## src/rtl/sel_sort_param.sv

```systemverilog
// sel_sort_param
//
// In-place selection sorter driving one port of a single-port synchronous RAM.
// The caller supplies a region (base address, element count) and a direction.
// Elements are compared as unsigned values. The region may run past the top of
// the address space, in which case it wraps back to address 0. Only addresses
// inside the region are ever written.
//
// Parameters:
//   DATA_W  element width in bits
//   ADDR_W  RAM address width (the RAM holds 2^ADDR_W elements)
//
// Ports:
//   clk     clock, all state updates on the rising edge
//   rst     synchronous reset, active-low
//   start   sort request, sampled only while rdy=1
//   base    first address of the region, captured with start
//   len     element count 0..2^ADDR_W, captured with start
//   desc    0 = ascending, 1 = descending, captured with start
//   rdy     idle and able to accept start
//   done    one-cycle pulse when the sort completes
//   addr    RAM address
//   wrdata  RAM write data (zero whenever no write is issued)
//   wren    RAM write enable (held low while rst is low)
//   rddata  RAM read data, equal to mem[addr of the previous cycle]
//   swaps   number of swap pairs written (only with SEL_SORT_STATS_EN)
//
// Build option:
//   SEL_SORT_STATS_EN  adds the swaps output and its counter. The counter is
//                      cleared when a start is accepted, increments once per
//                      completed swap and holds after done.
module sel_sort_param #(
  parameter int DATA_W = 8,
  parameter int ADDR_W = 8
) (
  input  logic              clk,
  input  logic              rst,
  input  logic              start,
  input  logic [ADDR_W-1:0] base,
  input  logic [ADDR_W:0]   len,
  input  logic              desc,
  output logic              rdy,
  output logic              done,
  output logic [ADDR_W-1:0] addr,
  output logic [DATA_W-1:0] wrdata,
  output logic              wren,
  input  logic [DATA_W-1:0] rddata
`ifdef SEL_SORT_STATS_EN
  ,
  output logic [ADDR_W:0]   swaps
`endif
);

  typedef enum logic [2:0] {
    S_IDLE,
    S_OUTER,
    S_LOAD,
    S_SCAN,
    S_SWAP1,
    S_SWAP2,
    S_DONE
  } state_t;

  // Strict ordering test: equal keys never displace the current extreme,
  // which is what keeps already-ordered duplicates from being swapped.
  function automatic logic is_better(input logic [DATA_W-1:0] cand,
                                     input logic [DATA_W-1:0] cur,
                                     input logic              dsc);
    if (dsc) begin
      return cand > cur;
    end
    return cand < cur;
  endfunction

  state_t state, state_nx;

  // Control registers (reset).
  logic [ADDR_W-1:0] j_r, j_nx;
  logic [ADDR_W-1:0] k_r, k_nx;
  logic [ADDR_W-1:0] min_off_r, min_off_nx;

  // Captured configuration and data registers (no reset needed).
  logic [ADDR_W-1:0] base_r, base_nx;
  logic [ADDR_W-1:0] end_r, end_nx;
  logic              desc_r, desc_nx;
  logic [DATA_W-1:0] data_j_r, data_j_nx;
  logic [DATA_W-1:0] min_r, min_nx;

  logic              better;
  logic [ADDR_W-1:0] scan_off;
  logic              last_j;
  logic              wren_c;

  assign better   = is_better(rddata, min_r, desc_r);
  // Offset of the extreme including the element arriving this cycle, so the
  // final SCAN cycle decides on the up-to-date candidate.
  assign scan_off = better ? k_r : min_off_r;
  // j+1 never exceeds end, so the ADDR_W-bit sum cannot wrap.
  assign last_j   = (j_r + 1'b1) == end_r;

  // Reset overrides the write strobe immediately, so no write lands in or
  // after the reset cycle even if the state register still shows a swap.
  assign wren = wren_c & rst;

  always_comb begin
    state_nx   = state;
    j_nx       = j_r;
    k_nx       = k_r;
    min_off_nx = min_off_r;
    base_nx    = base_r;
    end_nx     = end_r;
    desc_nx    = desc_r;
    data_j_nx  = data_j_r;
    min_nx     = min_r;
    rdy        = 1'b0;
    done       = 1'b0;
    addr       = '0;
    wrdata     = '0;
    wren_c     = 1'b0;

    case (state)
      S_IDLE: begin
        rdy = 1'b1;
        if (start) begin
          base_nx = base;
          desc_nx = desc;
          // len = 2^ADDR_W has zero low bits, giving end = 2^ADDR_W-1.
          end_nx  = len[ADDR_W-1:0] - 1'b1;
          j_nx    = '0;
          if (len < (ADDR_W+1)'(2)) begin
            state_nx = S_DONE;
          end else begin
            state_nx = S_OUTER;
          end
        end
      end

      S_OUTER: begin
        addr     = base_r + j_r;
        state_nx = S_LOAD;
      end

      S_LOAD: begin
        data_j_nx  = rddata;
        min_nx     = rddata;
        min_off_nx = j_r;
        k_nx       = j_r + 1'b1;
        addr       = base_r + j_r + 1'b1;
        state_nx   = S_SCAN;
      end

      S_SCAN: begin
        // Prefetch the next element; the read past the last one is harmless.
        addr       = base_r + k_r + 1'b1;
        k_nx       = k_r + 1'b1;
        min_off_nx = scan_off;
        if (better) begin
          min_nx = rddata;
        end
        if (k_r == end_r) begin
          if (scan_off != j_r) begin
            state_nx = S_SWAP1;
          end else if (last_j) begin
            state_nx = S_DONE;
          end else begin
            j_nx     = j_r + 1'b1;
            state_nx = S_OUTER;
          end
        end
      end

      S_SWAP1: begin
        wren_c   = 1'b1;
        addr     = base_r + min_off_r;
        wrdata   = data_j_r;
        state_nx = S_SWAP2;
      end

      S_SWAP2: begin
        wren_c = 1'b1;
        addr   = base_r + j_r;
        wrdata = min_r;
        if (last_j) begin
          state_nx = S_DONE;
        end else begin
          j_nx     = j_r + 1'b1;
          state_nx = S_OUTER;
        end
      end

      S_DONE: begin
        done     = 1'b1;
        state_nx = S_IDLE;
      end

      default: begin
        state_nx = S_IDLE;
      end
    endcase
  end

  always_ff @(posedge clk) begin
    if (!rst) begin
      state     <= S_IDLE;
      j_r       <= '0;
      k_r       <= '0;
      min_off_r <= '0;
    end else begin
      state     <= state_nx;
      j_r       <= j_nx;
      k_r       <= k_nx;
      min_off_r <= min_off_nx;
    end
  end

  always_ff @(posedge clk) begin
    base_r   <= base_nx;
    end_r    <= end_nx;
    desc_r   <= desc_nx;
    data_j_r <= data_j_nx;
    min_r    <= min_nx;
  end

`ifdef SEL_SORT_STATS_EN
  always_ff @(posedge clk) begin
    if (!rst) begin
      swaps <= '0;
    end else if (state == S_IDLE && start) begin
      swaps <= '0;
    end else if (state == S_SWAP2) begin
      swaps <= swaps + 1'b1;
    end
  end
`endif

endmodule

```

## config.mk

```make
export PLATFORM = sky130hd
export DESIGN_NAME = sel_sort_param
export DESIGN_NICKNAME = d
export VERILOG_FILES = /design/src/rtl/sel_sort_param.sv
export SDC_FILE = /design/constraint.sdc
export NUM_CORES = 1
export LEC_CHECK = 0
export ABC_AREA = 1
export BUFFER_PORTS_ARGS = -buffer_cell sky130_fd_sc_hd__buf_2
export CAP_MARGIN = 30
export CORE_MARGIN = 2
export CORE_UTILIZATION = 50
export DETAILED_ROUTE_END_ITERATION = 7
export PLACE_DENSITY_LB_ADDON = 0.25
export SLEW_MARGIN = 10
export SYNTH_ARGS = -nofsm -noshare
export SYNTH_HDL_FRONTEND = slang
export SYNTH_SLANG_ARGS = --single-unit
```

## constraint.sdc

```tcl
create_clock -name clk -period 7.12 [get_ports clk]
set_input_delay 1.424 -clock clk [delete_from_list [all_inputs] [get_ports clk]]
set_output_delay 1.424 -clock clk [all_outputs]
set_load 0.01 [all_outputs]
```

After elaboration in Yosys (flattened, before gate mapping) --
Index checks and enable logic that the tools add are counted.
Word-level totals: output and inout bits 19, register bits 60, logic and storage cells 67, bits of input ports 29
Operators by class: eq/ne operators 13, mux-type cells 24, add/subtract/negate cells 8, bitwise gates (word level) 1, reduce and logical (&&, ||, !) cells 9, order comparisons 3
Operator list (count):
- case mux 8 bit (2 select lines) | 4
- two-way mux 8 bit | 6
- adder 8 x 1 -> 8 bit, second input constant | 4
- case mux 8 bit (4 select lines) | 1
- adder 8 bit | 3
- case mux 8 bit (3 select lines) | 1
- case mux 3 bit (6 select lines) | 1
- equality test 8 bit | 2
- two-way mux 3 bit | 5
- equality test 3 bit, second input constant | 3
- < comparator 9 x 2 -> 1 bit, second input constant | 1
- greater-than comparator 8 bit | 1
- < comparator 8 bit | 1
- != test 2 bit, second input constant | 4
- != test 8 bit | 1
- subtractor 8 x 1 -> 8 bit, second input constant | 1
- equality test 3 x 2 -> 1 bit, second input constant | 2
- two-way mux 1 bit | 6
- AND reduction 2 bit | 3
- AND reduction 4 bit | 1
- OR reduction 2 bit | 2
- equality test 3 x 1 -> 1 bit, second input constant | 1
- zero test 3 bit | 1
- nonzero test 3 bit | 1
- 2 further kinds | 2

Depth between registers and ports, before layout --
depth in word-level cells 8, gate-level depth with buffers 24, gate-level depth less buffers 22

Worst setup path after synthesis --
No wires, ideal clock.
path kind register to output, from register base_r[0], to output port addr[6], cell stages (with the launch flop) 12, data required time 5.696 ns, arrival time 2.084 ns, slack 3.612 ns, buffers on the path 0, cell sequence edfxtp_1 > ha_1 > fa_1 > ha_1 > inv_1 > nor2_1 > nand2_1 > nor2_1 > inv_1 > nor3_1 > nand3b_1 > o2111ai_1
Between the ends: cells in the longest elaborated chain, start to end 3, elaborated cells on any way between the ends 6, those cells by class add/sub: 5; mux: 1
RTL lines:
- from (decl) | line 83 | logic [ADDR_W-1:0] base_r, base_nx;
- from (signal assigned) | line 217 | base_r <= base_nx;
- adder 8 bit (on tied branches)
- adder 8 x 1 -> 8 bit (on tied branches) | line 154, 148
- case mux 8 bit (4 select lines) * | line 121 | case (state)
- to (decl) | line 44 | output logic [ADDR_W-1:0] addr,
Mark *: on every way between the ends. The rest lies on a longest branch, timed or not.

Worst setup path in the final report --
from register j_r[0], to output port addr[6]
Between the ends: cells in the longest elaborated chain, start to end 3
RTL lines:
- from (decl) | line 78 | logic [ADDR_W-1:0] j_r, j_nx;
- from (signal assigned) | line 210 | j_r <= j_nx;
- adder 8 bit * | line 139, 148, 181
- adder 8 x 1 -> 8 bit | line 148 | addr = base_r + j_r + 1'b1;
- case mux 8 bit (4 select lines) * | line 121
Marked as above.

==> flow_results.xml <==
<?xml version="1.0" encoding="UTF-8"?>
<metrics>
  <group name="global_routing">
    <metric name="antenna_found_initial" unit="">0</metric>
    <metric name="grt.total_usage" unit="%">25.9</metric>
    <metric name="number_of_global_route_vias_before_repair" unit="">4254</metric>
    <metric name="grt_first_pass_wirelength" unit="mm">20.3</metric>
    <metric name="largest_net_degree_at_the_start_of_global_routing" unit="">31</metric>
    <metric name="overflow" unit="">0</metric>
  </group>
  <group name="clock_tree">
    <metric name="clock_latency" unit="ps">340</metric>
    <metric name="cts_num_sinks" unit="">60</metric>
    <metric name="cts.reportedPaths.clkPinSlew" unit="ps">70</metric>
    <metric name="cts_setup_buffers" unit="">0</metric>
    <metric name="cts-buffers-inserted" unit="">9</metric>
    <metric name="cts_htree_levels" unit="">3</metric>
    <metric name="clock-root-buffer" unit="">sky130_fd_sc_hd__clkbuf_8</metric>
    <metric name="clock_path_buffers" unit="">2</metric>
    <metric name="cts_resized" unit="">0</metric>
    <metric name="post_cts_hold_buffer_count" unit="">0</metric>
    <metric name="clock_tree_from_tritoncts" unit="">yes</metric>
  </group>
  <group name="detailed_routing">
    <metric name="met2WireLength" unit="mm">5.82</metric>
    <metric name="routed-wl-met3" unit="um">928</metric>
    <metric name="first_pass_iters" unit="">5</metric>
    <metric name="wirelength_met1" unit="mm">5.28</metric>
    <metric name="route.detailed.wl_per_inst" unit="um">15.8</metric>
    <metric name="number_of_vias_after_detailed_routing" unit="">4477</metric>
    <metric name="postRouteAntennaNets" unit="">0</metric>
    <metric name="wirelength" unit="mm">12.5</metric>
    <metric name="drcViolationCount" unit="">0</metric>
    <metric name="drt_first_iter_violations" unit="">317</metric>
    <metric name="dr.max_layer_used" unit="">met4</metric>
    <metric name="vias_per_cell" unit="">5.67</metric>
  </group>
  <group name="setup_path">
    <metric name="crit_path_max_fo" unit="">7</metric>
    <metric name="cp_num_buf_inv" unit="">3</metric>
    <metric name="worst-setup-path-type" unit="">reg -&gt; out</metric>
    <metric name="timing.critical_path.slowest_cell_delay" unit="ps">440</metric>
    <metric name="cp-end-kind" unit="">output port</metric>
    <metric name="critPathSlowestCell" unit="">sky130_fd_sc_hd__dfxtp_1</metric>
    <metric name="critPathLaunchType" unit="">flop</metric>
    <metric name="kind_of_cell_adding_the_most_delay_to_the_critical_path" unit="">adder cells</metric>
    <metric name="worstPathRequired" unit="ps">5700</metric>
    <metric name="worst_ep_arrival_time" unit="ps">2860</metric>
    <metric name="critical_path.cell_chain" unit="">ha_1 &gt; fa_1 &gt; xor2_1 &gt; inv_1 &gt; nor2_1 &gt; nand2_1 &gt; nor2_1 &gt; inv_1 &gt; nor3_1 &gt; nand3b_1 &gt; o2111ai_1 &gt; buf_2</metric>
  </group>
  <group name="run">
    <metric name="max_capacitance_violation_total" unit="">0</metric>
  </group>
  <group name="worst_hold_path">
    <metric name="hold_path_class" unit="">reg -&gt; reg</metric>
  </group>
  <group name="sta">
    <metric name="finalHoldViolCount" unit="">0</metric>
    <metric name="timing_max_transition_violations_final" unit="">0</metric>
    <metric name="maxClockFrequency" unit="MHz">234</metric>
    <metric name="timing.max_slew.rel_slack" unit="%">49.9</metric>
    <metric name="rsz_0062_raised_after_global_routing" unit="">false</metric>
    <metric name="hold_ws" unit="ps">554</metric>
    <metric name="finClkSkew" unit="ps">9.67</metric>
    <metric name="totalNegativeSetupSlack" unit="ps">0</metric>
    <metric name="timing.final.ws_setup" unit="ps">2840</metric>
    <metric name="final.min_clock_period" unit="ps">4280</metric>
    <metric name="worst_pin_slew" unit="ps">749</metric>
    <metric name="timing.final.setup_violations" unit="">0</metric>
    <metric name="final_clock_period_utilization_by_the_worst_path" unit="%">60.1</metric>
  </group>
  <group name="synthesis">
    <metric name="synth.yosys.warnings" unit="">0</metric>
    <metric name="synth-main-ff-cell" unit="">sky130_fd_sc_hd__edfxtp_1</metric>
    <metric name="synth_seq_area_share" unit="%">33.3</metric>
    <metric name="top_cells_by_area_synth" unit="">sky130_fd_sc_hd__edfxtp_1 22%, sky130_fd_sc_hd__nand2_1 12%, sky130_fd_sc_hd__dfxtp_1 12%</metric>
    <metric name="ys_async_sr_fraction" unit="%">0</metric>
    <metric name="synth.top_cell.area_share" unit="%">21.5</metric>
    <metric name="synth.largest_area_cell" unit="">sky130_fd_sc_hd__edfxtp_1</metric>
    <metric name="synth_enable_flop_cells" unit="">33</metric>
    <metric name="yosys_register_bits" unit="">60</metric>
    <metric name="syn-instance-count" unit="">627</metric>
    <metric name="syn-num-nets" unit="">692</metric>
    <metric name="syn-mean-instance-area" unit="um2">7.34</metric>
    <metric name="synth_cell_type_count" unit="">43</metric>
    <metric name="synth_area" unit="mm2">0.00460</metric>
  </group>
  <group name="finish">
    <metric name="final.fill_count" unit="">880</metric>
    <metric name="layout.cells.non_filler" unit="">790</metric>
    <metric name="fraction_of_layout_cells_with_a_size_suffix_above_1" unit="%">14.3</metric>
    <metric name="area.sequential" unit="mm2">0.00153</metric>
    <metric name="most-common-layout-cells" unit="">149 x sky130_fd_sc_hd__nand2_1, 82 x sky130_fd_sc_hd__inv_1, 54 x sky130_fd_sc_hd__nand3_1</metric>
    <metric name="insertedDiodeCount" unit="">0</metric>
    <metric name="nNetsFinal" unit="">739</metric>
    <metric name="postLayoutCellArea" unit="mm2">0.00511</metric>
    <metric name="multiInputGateArea" unit="mm2">0.00264</metric>
    <metric name="layout_commonest_cell" unit="">sky130_fd_sc_hd__nand2_1</metric>
    <metric name="area_growth_syn_to_layout" unit="%">11.0</metric>
    <metric name="post-route-util" unit="%">56.3</metric>
  </group>
  <group name="die">
    <metric name="die_height" unit="um">99.9</metric>
    <metric name="placement_rows" unit="">35</metric>
    <metric name="core-area" unit="mm2">0.00906</metric>
    <metric name="dieArea" unit="mm2">0.00999</metric>
    <metric name="num_io_pins" unit="">48</metric>
    <metric name="initial_utilization" unit="%">50.8</metric>
    <metric name="die_width" unit="um">99.9</metric>
  </group>
  <group name="place">
    <metric name="postPlaceCellArea" unit="mm2">0.00490</metric>
    <metric name="place.gp.congestion" unit="">0.953</metric>
    <metric name="place_worst_setup_slack" unit="ps">3170</metric>
    <metric name="dp_cells" unit="">774</metric>
    <metric name="dpl.hpwl" unit="mm">9.39</metric>
    <metric name="io_buffers" unit="">47</metric>
  </group>
  <group name="power">
    <metric name="cellLeakagePower" unit="nW">2.37</metric>
    <metric name="power_density" unit="mW/mm2">363</metric>
    <metric name="fin_total_pwr" unit="mW">1.85</metric>
    <metric name="peakVddDrop" unit="mV">0.229</metric>
  </group>
  <group name="run_status">
    <metric name="outcome" unit="">completed</metric>
  </group>
</metrics>
==> registers in the layout, indices dropped and copies added, names as in the netlist <==
register,count
base_r,8
data_j_r,8
end_r,8
j_r,8
k_r,8
min_off_r,8
min_r,8
state,3
desc_r,1
==> Yosys cell counts, types with 5 or more instances <==
cell type                    n
sky130_fd_sc_hd__nand2_1   149
sky130_fd_sc_hd__inv_1      82
sky130_fd_sc_hd__nand3_1    54
sky130_fd_sc_hd__nor2_1     49
sky130_fd_sc_hd__a21oi_1    44
sky130_fd_sc_hd__edfxtp_1   33
sky130_fd_sc_hd__ha_1       33
sky130_fd_sc_hd__o21ai_0    28
sky130_fd_sc_hd__dfxtp_1    27
sky130_fd_sc_hd__xnor2_1    12
sky130_fd_sc_hd__xor2_1     11
sky130_fd_sc_hd__nand4_1    10
sky130_fd_sc_hd__nor3_1     10
sky130_fd_sc_hd__nor2_2      8
sky130_fd_sc_hd__a22oi_1     7
sky130_fd_sc_hd__or2_2       7
sky130_fd_sc_hd__clkbuf_1    6
sky130_fd_sc_hd__buf_4       5
==> routing by layer <==
metal / vias to the layer above / GRT usage (%)
met4: 0 / 11.5
met1: 2057 / 33.9
met3: 36 / 4.94
met5: - / 0
li1: 2196 / -
met2: 188 / 41.9
==> cells by family after synthesis <==
logic type / synth area share, %
flops: 33.3
fa+ha+maj: 10.3
xor+xnor: 4.73
compound gates: 13.4
buf+inv: 9.35
simple gates: 28.9
==> power breakdown <==
group          switching (mW)  leakage (nW)  internal [mW]
Combinational           0.614          1.74          0.333
Sequential              0.107         0.528          0.469
Clock                   0.135         0.107          0.194
Total                   0.856          2.37          0.996
==> layout make-up <==
type	count	share of cell area, %
Clock inverter	6	1.54
Timing Repair Buffer	51	5.19
Inverter	86	6.32
Tap cell	111	2.72
Sequential cell	60	30.0
Multi-Input combinational cell	466	51.7
Clock buffer	10	2.50
==> path summary, 6_finish.rpt <==
kind                                       startpoint             endpoint  slack, ps  cells past startpoint
worst max-delay path              j_r[0]$_SDFFE_PN0P_              addr[6]       2840                     12
worst min-delay path              k_r[0]$_SDFFE_PN0P_  k_r[0]$_SDFFE_PN0P_        550                      1
worst max register to register  state[1]$_SDFFE_PN0P_  j_r[5]$_SDFFE_PN0P_       4160                     13
worst min register to register    k_r[0]$_SDFFE_PN0P_  k_r[0]$_SDFFE_PN0P_        550                      1
(Power assumes the default switching activity.)
